<file path="src/rtl/cell_row_prefetcher.sv">
// Per-pixel cell lookup from a ping-pong row buffer that is refilled from SRAM ahead of display.
// Optional border colour for out-of-grid pixels: define CELL_ROW_PREFETCHER_BORDER_EN.
module cell_row_prefetcher #(
   parameter int CELL_W    = 8,
   parameter int CELL_H    = 8,
   parameter int GRID_COLS = 40,
   parameter int GRID_ROWS = 30,
   parameter int CELL_BITS = 1,
   parameter int ADDR_W    = 11,
   parameter int BASE_ADDR = 0,
   parameter logic [CELL_BITS-1:0] BORDER_VALUE = '0
) (
   input  logic                 clk_74a,
   input  logic                 reset,
   input  logic [9:0]           visible_x,
   input  logic [9:0]           visible_y,
   input  logic                 frame_start,
   input  logic                 line_start,
   input  logic [9:0]           line_y,
   output logic                 sram_req,
   output logic [ADDR_W-1:0]    sram_addr,
   input  logic                 sram_ready,
   input  logic                 sram_rvalid,
   input  logic [CELL_BITS-1:0] sram_rdata,
   output logic [CELL_BITS-1:0] pixel_out,
   output logic                 underrun
);
   localparam int CW_SH = $clog2(CELL_W);
   localparam int CH_SH = $clog2(CELL_H);
   localparam int COL_W = (GRID_COLS > 1) ? $clog2(GRID_COLS) : 1;

   typedef enum logic [1:0] {S_IDLE, S_REQ, S_WAIT} state_t;

   state_t               r_state, w_state_nxt;
   logic [9:0]           r_row, w_row_nxt;
   logic [COL_W-1:0]     r_col, w_col_nxt;
   logic [ADDR_W-1:0]    r_addr, w_addr_nxt;
   logic [1:0]           r_valid, w_valid_nxt;
   logic                 r_front, w_front_nxt;
   logic                 r_discard, w_discard_nxt;
   logic                 r_pend, w_pend_nxt;
   logic                 r_underrun, w_underrun_nxt;
   logic [CELL_BITS-1:0] r_pixel, w_pixel_nxt;
   logic [CELL_BITS-1:0] r_buf [2][GRID_COLS];
   logic                 w_wr;

   logic [9:0] w_line_row, w_start_row, w_px_col, w_px_row;
   logic       w_tile_line, w_abort, w_start, w_inflight, w_active, w_in_grid;

   assign w_line_row  = line_y >> CH_SH;
   assign w_tile_line = line_start && !frame_start && ((line_y & 10'(CELL_H-1)) == 10'd0)
                        && (int'(w_line_row) < GRID_ROWS);
   assign w_abort     = frame_start || w_tile_line;
   assign w_start     = frame_start || (w_tile_line && (int'(w_line_row) + 1 < GRID_ROWS));
   assign w_start_row = frame_start ? 10'd0 : w_line_row + 10'd1;
   // A read accepted this cycle or still awaiting rvalid must be drained before refetching.
   assign w_inflight  = (r_state == S_REQ && sram_ready) || (r_state == S_WAIT && !sram_rvalid)
                        || (r_discard && !sram_rvalid);
   assign w_active    = (r_state != S_IDLE) || r_pend;

   always_comb begin
      w_state_nxt    = r_state;
      w_row_nxt      = r_row;
      w_col_nxt      = r_col;
      w_valid_nxt    = r_valid;
      w_front_nxt    = r_front;
      w_discard_nxt  = r_discard && !sram_rvalid;
      w_pend_nxt     = r_pend;
      w_underrun_nxt = r_underrun;
      w_wr           = 1'b0;
      if (w_abort) begin
         w_discard_nxt = w_inflight;
         w_state_nxt   = S_IDLE;
         w_pend_nxt    = 1'b0;
         if (frame_start) begin
            w_valid_nxt = 2'b00;
         end else begin
            w_front_nxt = ~r_front;
            if (!r_valid[~r_front] || w_active) w_underrun_nxt = 1'b1;
         end
         if (w_start) begin
            w_row_nxt                 = w_start_row;
            w_col_nxt                 = '0;
            w_valid_nxt[~w_front_nxt] = 1'b0;
            w_pend_nxt                = 1'b1;
         end
      end else begin
         case (r_state)
            S_REQ:  if (sram_ready) w_state_nxt = S_WAIT;
            S_WAIT: if (sram_rvalid) begin
               w_wr = 1'b1;
               if (r_col == COL_W'(GRID_COLS-1)) begin
                  w_valid_nxt[~r_front] = 1'b1;
                  w_state_nxt           = S_IDLE;
               end else begin
                  w_col_nxt   = r_col + 1'b1;
                  w_state_nxt = S_REQ;
               end
            end
            default: ;
         endcase
      end
      // Pending fetch launches once no discarded read remains outstanding.
      if (w_pend_nxt && !w_discard_nxt) begin
         w_pend_nxt  = 1'b0;
         w_state_nxt = S_REQ;
      end
   end

   assign w_addr_nxt = (w_state_nxt == S_REQ)
                       ? ADDR_W'(BASE_ADDR + int'(w_row_nxt) * GRID_COLS + int'(w_col_nxt))
                       : r_addr;

   assign w_px_col = visible_x >> CW_SH;
   assign w_px_row = visible_y >> CH_SH;

   always_comb begin
      w_in_grid   = (int'(w_px_col) < GRID_COLS) && (int'(w_px_row) < GRID_ROWS);
      w_pixel_nxt = '0;
      if (w_in_grid) begin
         if (r_valid[r_front]) w_pixel_nxt = r_buf[r_front][w_px_col[COL_W-1:0]];
      end
`ifdef CELL_ROW_PREFETCHER_BORDER_EN
      else w_pixel_nxt = BORDER_VALUE;
`endif
   end

   always_ff @(posedge clk_74a or posedge reset) begin
      if (reset) begin
         r_state    <= S_IDLE;
         r_row      <= '0;
         r_col      <= '0;
         r_addr     <= '0;
         r_valid    <= 2'b00;
         r_front    <= 1'b0;
         r_discard  <= 1'b0;
         r_pend     <= 1'b0;
         r_underrun <= 1'b0;
         r_pixel    <= '0;
      end else begin
         r_state    <= w_state_nxt;
         r_row      <= w_row_nxt;
         r_col      <= w_col_nxt;
         r_addr     <= w_addr_nxt;
         r_valid    <= w_valid_nxt;
         r_front    <= w_front_nxt;
         r_discard  <= w_discard_nxt;
         r_pend     <= w_pend_nxt;
         r_underrun <= w_underrun_nxt;
         r_pixel    <= w_pixel_nxt;
      end
   end

   // Buffer storage needs no reset: the valid flags gate every read.
   always_ff @(posedge clk_74a) begin
      if (w_wr) r_buf[~r_front][r_col] <= sram_rdata;
   end

   assign sram_req  = (r_state == S_REQ);
   assign sram_addr = r_addr;
   assign pixel_out = r_pixel;
   assign underrun  = r_underrun;
endmodule

</file>
<file path="config.mk">
export PLATFORM = sky130hd
export DESIGN_NAME = cell_row_prefetcher
export DESIGN_NICKNAME = d
export VERILOG_FILES = /design/src/rtl/cell_row_prefetcher.sv
export SDC_FILE = /design/constraint.sdc
export NUM_CORES = 1
export LEC_CHECK = 0
export ABC_AREA = 1
export CAP_MARGIN = 20
export CORE_UTILIZATION = 60
export DETAILED_ROUTE_END_ITERATION = 10
export DONT_BUFFER_PORTS = 1
export PLACE_DENSITY = 0.76
export SYNTH_ARGS = -nofsm -noshare
export SYNTH_HDL_FRONTEND = slang
export SYNTH_SLANG_ARGS = --single-unit
export TNS_END_PERCENT = 1
</file>
<file path="constraint.sdc">
create_clock -name clk_74a -period 5.35 [get_ports clk_74a]
set_clock_uncertainty 0.1 [all_clocks]
set_input_delay 1.07 -clock clk_74a [delete_from_list [all_inputs] [get_ports clk_74a]]
set_output_delay 1.07 -clock clk_74a [all_outputs]
set_load 0.02 [all_outputs]
</file>
==> results.md, run 1 <==
* Status: complete, no violations
* DIE HEIGHT at 102.6 µm
* # rows at 36
* Detailed Route Iter0 Violations at 257
* Clock sinks at 114
* Largest fanout on the critical path at 11
* Setup TNS Final at 0 ns
* Worst r2r src: r_col[4]
* Diode count at 0
* Slew margin rel. at 0.4132
* Flop2flop setup slack at 1.87 ns
* Slew @ Worst Pin at 0.8801 ns
* Vias at 4,762
* Period utilization at 0.7990
* WP data arrival at 4.59 ns
* Layout cells sized above 1 at 0.07525
* RSZ-0062 raised after global routing: no
* Post-CTS Repair Setup Buffers at 0
* Max-cap violation count at 0
* Initial antenna violation count at 0
* Dpl hpwl at 8725 µm
* Total track usage at 0.2767
* Post-Place Worst Slack at 0.5845 ns
* Min Hold Slack at 0.3992 ns
* Largest net degree at the start of global routing at 88
* Leakage at 2.790 nW
* Final net count at 734
* Hold/Removal Path Class: reg -> reg
* Hold Vio Cnt, Final at 0
* Async SR Flop Fraction at 0.2982
* Max Root-Sink Buffers at 2
* Number of global-route vias before repair at 4,563
* Detailed Routing Iterations Pass 1 at 4
* R2R Path End: sram_addr[9]
* Number of antenna-violating nets in the routed design at 0
* Post-synth top area cell: edfxtp_1
* Die area at 10,540 µm²
* CTS Root Cell: clkbuf_8
* First-pass GRT wire length at 21,590 µm
* Quantity of gates resized following cts at 0
* Number of enable flip-flop cells after synthesis at 80
* Die W at 102.6 µm
* Io pins at 51
* Fin util at 0.6932
* Most common cell after layout, fill and taps aside: nand2_1
* Critical Path Sink: sram_addr[10]
* H-tree depth at 4
* Post-route insts no fill at 824
* Maximum vdd drop at 0.0002440 V
* Clock slew at reported path FFs at 0.06 ns
* Syn Area/Cell at 8.820 µm²
* Mapped Area at 6077 µm²
* Crit path time final at 4.274 ns
* Yosys Warn Count at 0
* Distinct cell type count after synthesis at 41
* Core Region at 9774 µm²
* Worst R2R Path Depth at 15
* Initial core utilization at 0.6217
* Pins Over Slew Limit at 0
* Top cells by area, synth: edfxtp_1 40%, dfrtp_1 14%, nand2_1 11%
* CTS Buf Count at 17
* Overflow after GRT at 0
* Post-synth net total at 745
* #FFs+latches synth at 114
* Setup Viol. Count Final at 0
* Clk_lat worst skew at 0.52 ns
* CTS tree: done
* Max Fclk at 233.9 MHz
* Worst endpoint required time at 5.66 ns
* Cell area power density at 390.9 nW/µm²
* Critical Path Source: line_y[1]
* Worst Path Class, Setup: in -> reg
* GPL Wtd Cong at 0.9369
* CP startpoint kind: input pin
* Hold-fix buffers at CTS at 0
* # DRC at 0
* Worst Setup End Kind: flop
* Register area share after synthesis at 0.5353
* Primary FF master, synth: edfxtp_1
* Synthesized instance count at 689
* Drt wl/cell at 16.44 µm
* Most frequent cells in the layout: 177 x nand2_1, 86 x nand3_1, 80 x edfxtp_1
* Final WL at 13,550 µm
* Share of the synthesized area in the top cell type at 0.3953
* Final WS setup at 1.076 ns
* Port bufs at 0
* Placed Instances at 792
* Vias/cell at 5.779
* Area Growth Syn to Fin at 11.49%
==> flip-flops by register name, indices dropped and copies added (netlist names) <==
signal,cells
r_buf,80
r_row,8
sram_addr,11
r_state,2
r_pend,1
r_discard,1
r_front,1
underrun,1
r_valid,2
r_col,6
pixel_out,1
==> synth_stat cells (4+ instances only) <==
master,n
a21oi_1,10
buf_2,9
clkbuf_1,20
dfrtp_1,34
edfxtp_1,80
ha_1,17
inv_1,49
nand2_1,177
nand2_2,5
nand3_1,86
nand4_1,8
nor2_1,57
nor3_1,74
o21ai_0,16
xor2_1,4
==> routing by layer <==
layer / share of wire / track usage
met1: 0.40 / 0.3247
met2: 0.52 / 0.4795
met3: 0.059 / 0.08136
met4: 0.025 / 0.1055
met5: 0 / 0
==> worst min-delay path by stage <==
stage                  start        to  slack (ns)  cells past startpoint
global route        r_row[6]  r_row[6]        0.44                      2
finish              r_row[6]  r_row[6]        0.40                      2
global placement    r_row[6]  r_row[6]        0.38                      2
floorplan           r_row[6]  r_row[6]        0.37                      2
CTS                 r_row[6]  r_row[6]        0.40                      2
detailed placement  r_row[6]  r_row[6]        0.39                      2
==> metrics by stage <==
| stage | total power, mW | instance area [µm²] |
|---|---|---|
| 2_1_floorplan | 1.338 | 6077 |
| 3_3_place_gp | 1.380 | 6113 |
| 3_5_place_dp | 1.391 | 6113 |
| 4_1_cts | 2.656 | 6775 |
| 5_1_grt | 2.751 | 6775 |
| 6_report | 2.649 | 6775 |
==> worst max-delay path, cell delays in order <==
cell and delay, ns:
nor2_1 0.20, nand4_1 0.18, nor2_4 0.20, nand3_1 0.35, nand2_2 0.23, nor2_1 0.06
a211oi_1 0.45, ha_1 0.26, ha_1 0.18, inv_1 0.06, fa_1 0.39, xnor2_1 0.20
nand2_1 0.11, nor2_1 0.19, nand2_1 0.07, nand2_1 0.06, nand2_1 0.07, inv_1 0.05
nand3_1 0.07, nand3_1 0.09, nand2_1 0.05
==> cell families after synthesis <==
family / share of synthesized area
simple gates: 0.3158
flops: 0.5353
buf+inv: 0.05868
compound gates: 0.03994
fa+ha+maj: 0.04159
xor+xnor: 0.008647
==> power breakdown <==
| part | leakage [nW] | internal [mW] | switching [mW] |
|---|---|---|---|
| clock network | 0.311 | 0.893 | 0.375 |
| logic | 1.30 | 0.0941 | 0.259 |
| registers | 1.17 | 0.979 | 0.0478 |
==> cell type report <==
cell class	instances	area, µm²
sequential	114	3254
fill	780	2999
clock inverter	11	232.7
inverter	54	202.7
clock buffer	21	429.2
timing repair buffer	3	22.52
tap	133	166.4
multi-input combinational	488	2467
Note: power is estimated with default switching activity, not from simulation.
==> run 2: changes to the inputs <==
--- a/config.mk
+++ b/config.mk
@@ -7,7 +7,7 @@
 export LEC_CHECK = 0
 export ABC_AREA = 1
 export CAP_MARGIN = 20
-export CORE_UTILIZATION = 60
+export CORE_UTILIZATION = 58
 export DETAILED_ROUTE_END_ITERATION = 10
 export DONT_BUFFER_PORTS = 1
 export PLACE_DENSITY = 0.76
==> constraint.sdc (replaced) <==
create_clock -name clk_74a -period 3.9 [get_ports clk_74a]
set_clock_uncertainty 0.1 [all_clocks]
set_input_delay 0.78 -clock clk_74a [delete_from_list [all_inputs] [get_ports clk_74a]]
set_output_delay 0.78 -clock clk_74a [all_outputs]
set_load 0.02 [all_outputs]
==> results.md, run 2 (synthesis results as in run 1) <==
* Power, Total at 3.554 mW (+34%)
* Die W at 104.4 µm (+1.7%)
* Status: complete, no violations
* Post-Place Worst Slack at -0.1114 ns (-0.6960 ns)
* RSZ-0062 raised after global routing: no
* Dpl hpwl at 8618 µm (-1.2%)
* Crit path time final at 3.368 ns
* Worst r2r src: r_col[0]
* Flop2flop setup slack at 0.69 ns (-1.18 ns)
* Slew margin rel. at 0.4088 (-0.004413)
* WP data arrival at 3.66 ns (-0.93 ns)
* Detailed Route Iter0 Violations at 455 (+77%)
* Hold Vio Cnt, Final at 0 (unchanged)
* CP startpoint kind: input pin
* Drt wl/cell at 15.91 µm (-3.2%)
* Cell area power density at 512.7 nW/µm² (+31%)
* Logic gate share of total power at 0.142 (+0.009)
* Leakage at 2.894 nW (+3.7%)
* Clock slew at reported path FFs at 0.06 ns (about the same)
* Slew @ Worst Pin at 0.8867 ns (+0.006619 ns)
* Vias/cell at 5.759 (-0.36%)
* Setup TNS Final at 0 ns (unchanged)
* Vias at 4,889 (+2.7%)
* Int Power at 2.584 mW (+31%)
* # rows at 37 (+2.8%)
* R2R Path End: sram_addr[9]
* Setup Viol. Count Final at 0 (unchanged)
* Maximum vdd drop at 0.0003307 V (+36%)
* Port bufs at 0 (unchanged)
* Largest net degree at the start of global routing at 88 (unchanged)
* Period utilization at 0.8636
* Hold/Removal Path Class: in -> async
* Seq pwr share at 0.396 (+0.008)
* Number of global-route vias before repair at 4,841 (+6.1%)
* Max-cap violation count at 0 (unchanged)
* Max Root-Sink Buffers at 2 (unchanged)
* Initial antenna violation count at 0 (unchanged)
* Placed Instances at 817 (+3.2%)
* Final instance area at 6933 µm² (+2.3%)
* Most frequent cells in the layout: 177 x nand2_1, 85 x nand3_1, 80 x edfxtp_1
* Filler Cells Inserted at 778 (-0.26%)
* Layout cells sized above 1 at 0.1122 (+0.03695)
* Overflow after GRT at 0 (unchanged)
* Number of antenna-violating nets in the routed design at 0 (unchanged)
* Worst Setup End Kind: flop
* Worst Path Class, Setup: in -> reg
* Min Hold Slack at 0.1499 ns (-0.2493 ns)
* Diode count at 0 (unchanged)
* Max Fclk at 296.9 MHz
* H-tree depth at 4 (unchanged)
* CTS tree: done
* Initial core utilization at 0.5940 (-0.02775)
* Critical Path Source: line_y[3]
* First-pass GRT wire length at 22,410 µm (+3.8%)
* Final net count at 756 (+3.0%)
* Post-route insts no fill at 849 (+3.0%)
* Worst endpoint required time at 4.20 ns (-1.46 ns)
* DIE HEIGHT at 104.4 µm (+1.7%)
* Top reg by flops: r_buf
* Clk_lat worst skew at 0.51 ns (about the same)
* Total track usage at 0.2636 (-0.01308)
* Sw Ratio at 0.2729 (+0.01545)
* Detailed Routing Iterations Pass 1 at 7 (+3)
* Die area at 10,890 µm² (+3.4%)
* Most common cell after layout, fill and taps aside: nand2_1
* Largest fanout on the critical path at 6 (-5)
* Core Region at 10,230 µm² (+4.7%)
* Placed standard-cell area at 6295 µm² (+3.0%)
* Clock sinks at 114 (unchanged)
* CTS Root Cell: clkbuf_8
* Hold-fix buffers at CTS at 0 (unchanged)
* Pins Over Slew Limit at 0 (unchanged)
* Max reg flops at 80 (unchanged)
* CTS Buf Count at 17 (unchanged)
* Final WL at 13,510 µm (-0.28%)
* Clock power share at 0.462 (-0.017)
* Io pins at 51 (unchanged)
* Fin util at 0.6776 (-0.01553)
* # DRC at 0 (unchanged)
* GPL Wtd Cong at 0.9277 (-0.98%)
* Final WS setup at 0.5321 ns (-0.5435 ns)
* Area Growth Syn to Fin at 14.08%
* Switching power at 969.8 µW (+42%)
* Worst R2R Path Depth at 15 (unchanged)
## run 2: cell types whose count changed in the layout (fill, tap and decap cells not counted), sizes merged
cell	before	now
buf	3	25
bufinv	7	5
inv	52	53
clkbuf	21	17
clkinv	4	9
## run 2: layout make-up
class	count	area (µm²)	area share
repair buffers	25	200.2	0.02888
well taps	136	170.2	0.02454
clock inverters	15	214.0	0.03086
flip-flops and latches	114	3254	0.4694
clock buffers	17	414.1	0.05974
inverters	54	202.7	0.02924
multi-input cells	488	2477	0.3573
## run 2: worst max-delay path by stage
| stage | to | slack (ns) | depth (start not counted) |
|---|---|---|---|
| 2_1_floorplan | sram_addr[10] | 0.19 | 23 |
| 3_3_place_gp | sram_addr[10] | -0.02 | 21 |
| 3_5_place_dp | sram_addr[10] | -0.11 | 21 |
| 4_1_cts | sram_addr[10] | 0.39 | 21 |
| 5_1_grt | sram_addr[10] | 0.08 | 23 |
| 6_report | sram_addr[10] | 0.53 | 21 |
## run 2: critical path: stages
cell      delay (ns)
ha_1            0.27
nand2_1         0.06
nor2_1          0.10
nand3_1         0.11
nand3_2         0.14
inv_1           0.10
buf_4           0.14
a211oi_1        0.31
ha_1            0.19
inv_1           0.06
fa_1            0.44
xnor2_1         0.20
nand2_1         0.10
nor2_1          0.20
nand2_1         0.07
nand2_1         0.06
nand2_1         0.06
inv_1           0.05
nand3_1         0.07
nand3_1         0.08
nand2_1         0.06
## run 2: timing repair
item,CTS,global route
buffers inserted,0,0
resized for setup,0,2
setup endpoints to repair,0,1
## run 2: power groups by stage
stage / combinational, mW / sequential [mW] / clock, mW
final: 0.505 / 1.41 / 1.64
after global routing: 0.569 / 1.41 / 1.71
after CTS: 0.502 / 1.41 / 1.65
after detailed placement: 0.495 / 1.43 / 0
after global placement: 0.482 / 1.43 / 0
after floorplan: 0.414 / 1.42 / 0
## run 2: per-layer routing
| layer | track usage | routed length, µm |
|---|---|---|
| met1 | 0.3188 | 5504 |
| met2 | 0.4437 | 6844 |
| met3 | 0.07644 | 908 |
| met4 | 0.1031 | 252 |
| met5 | 0 | 0 |
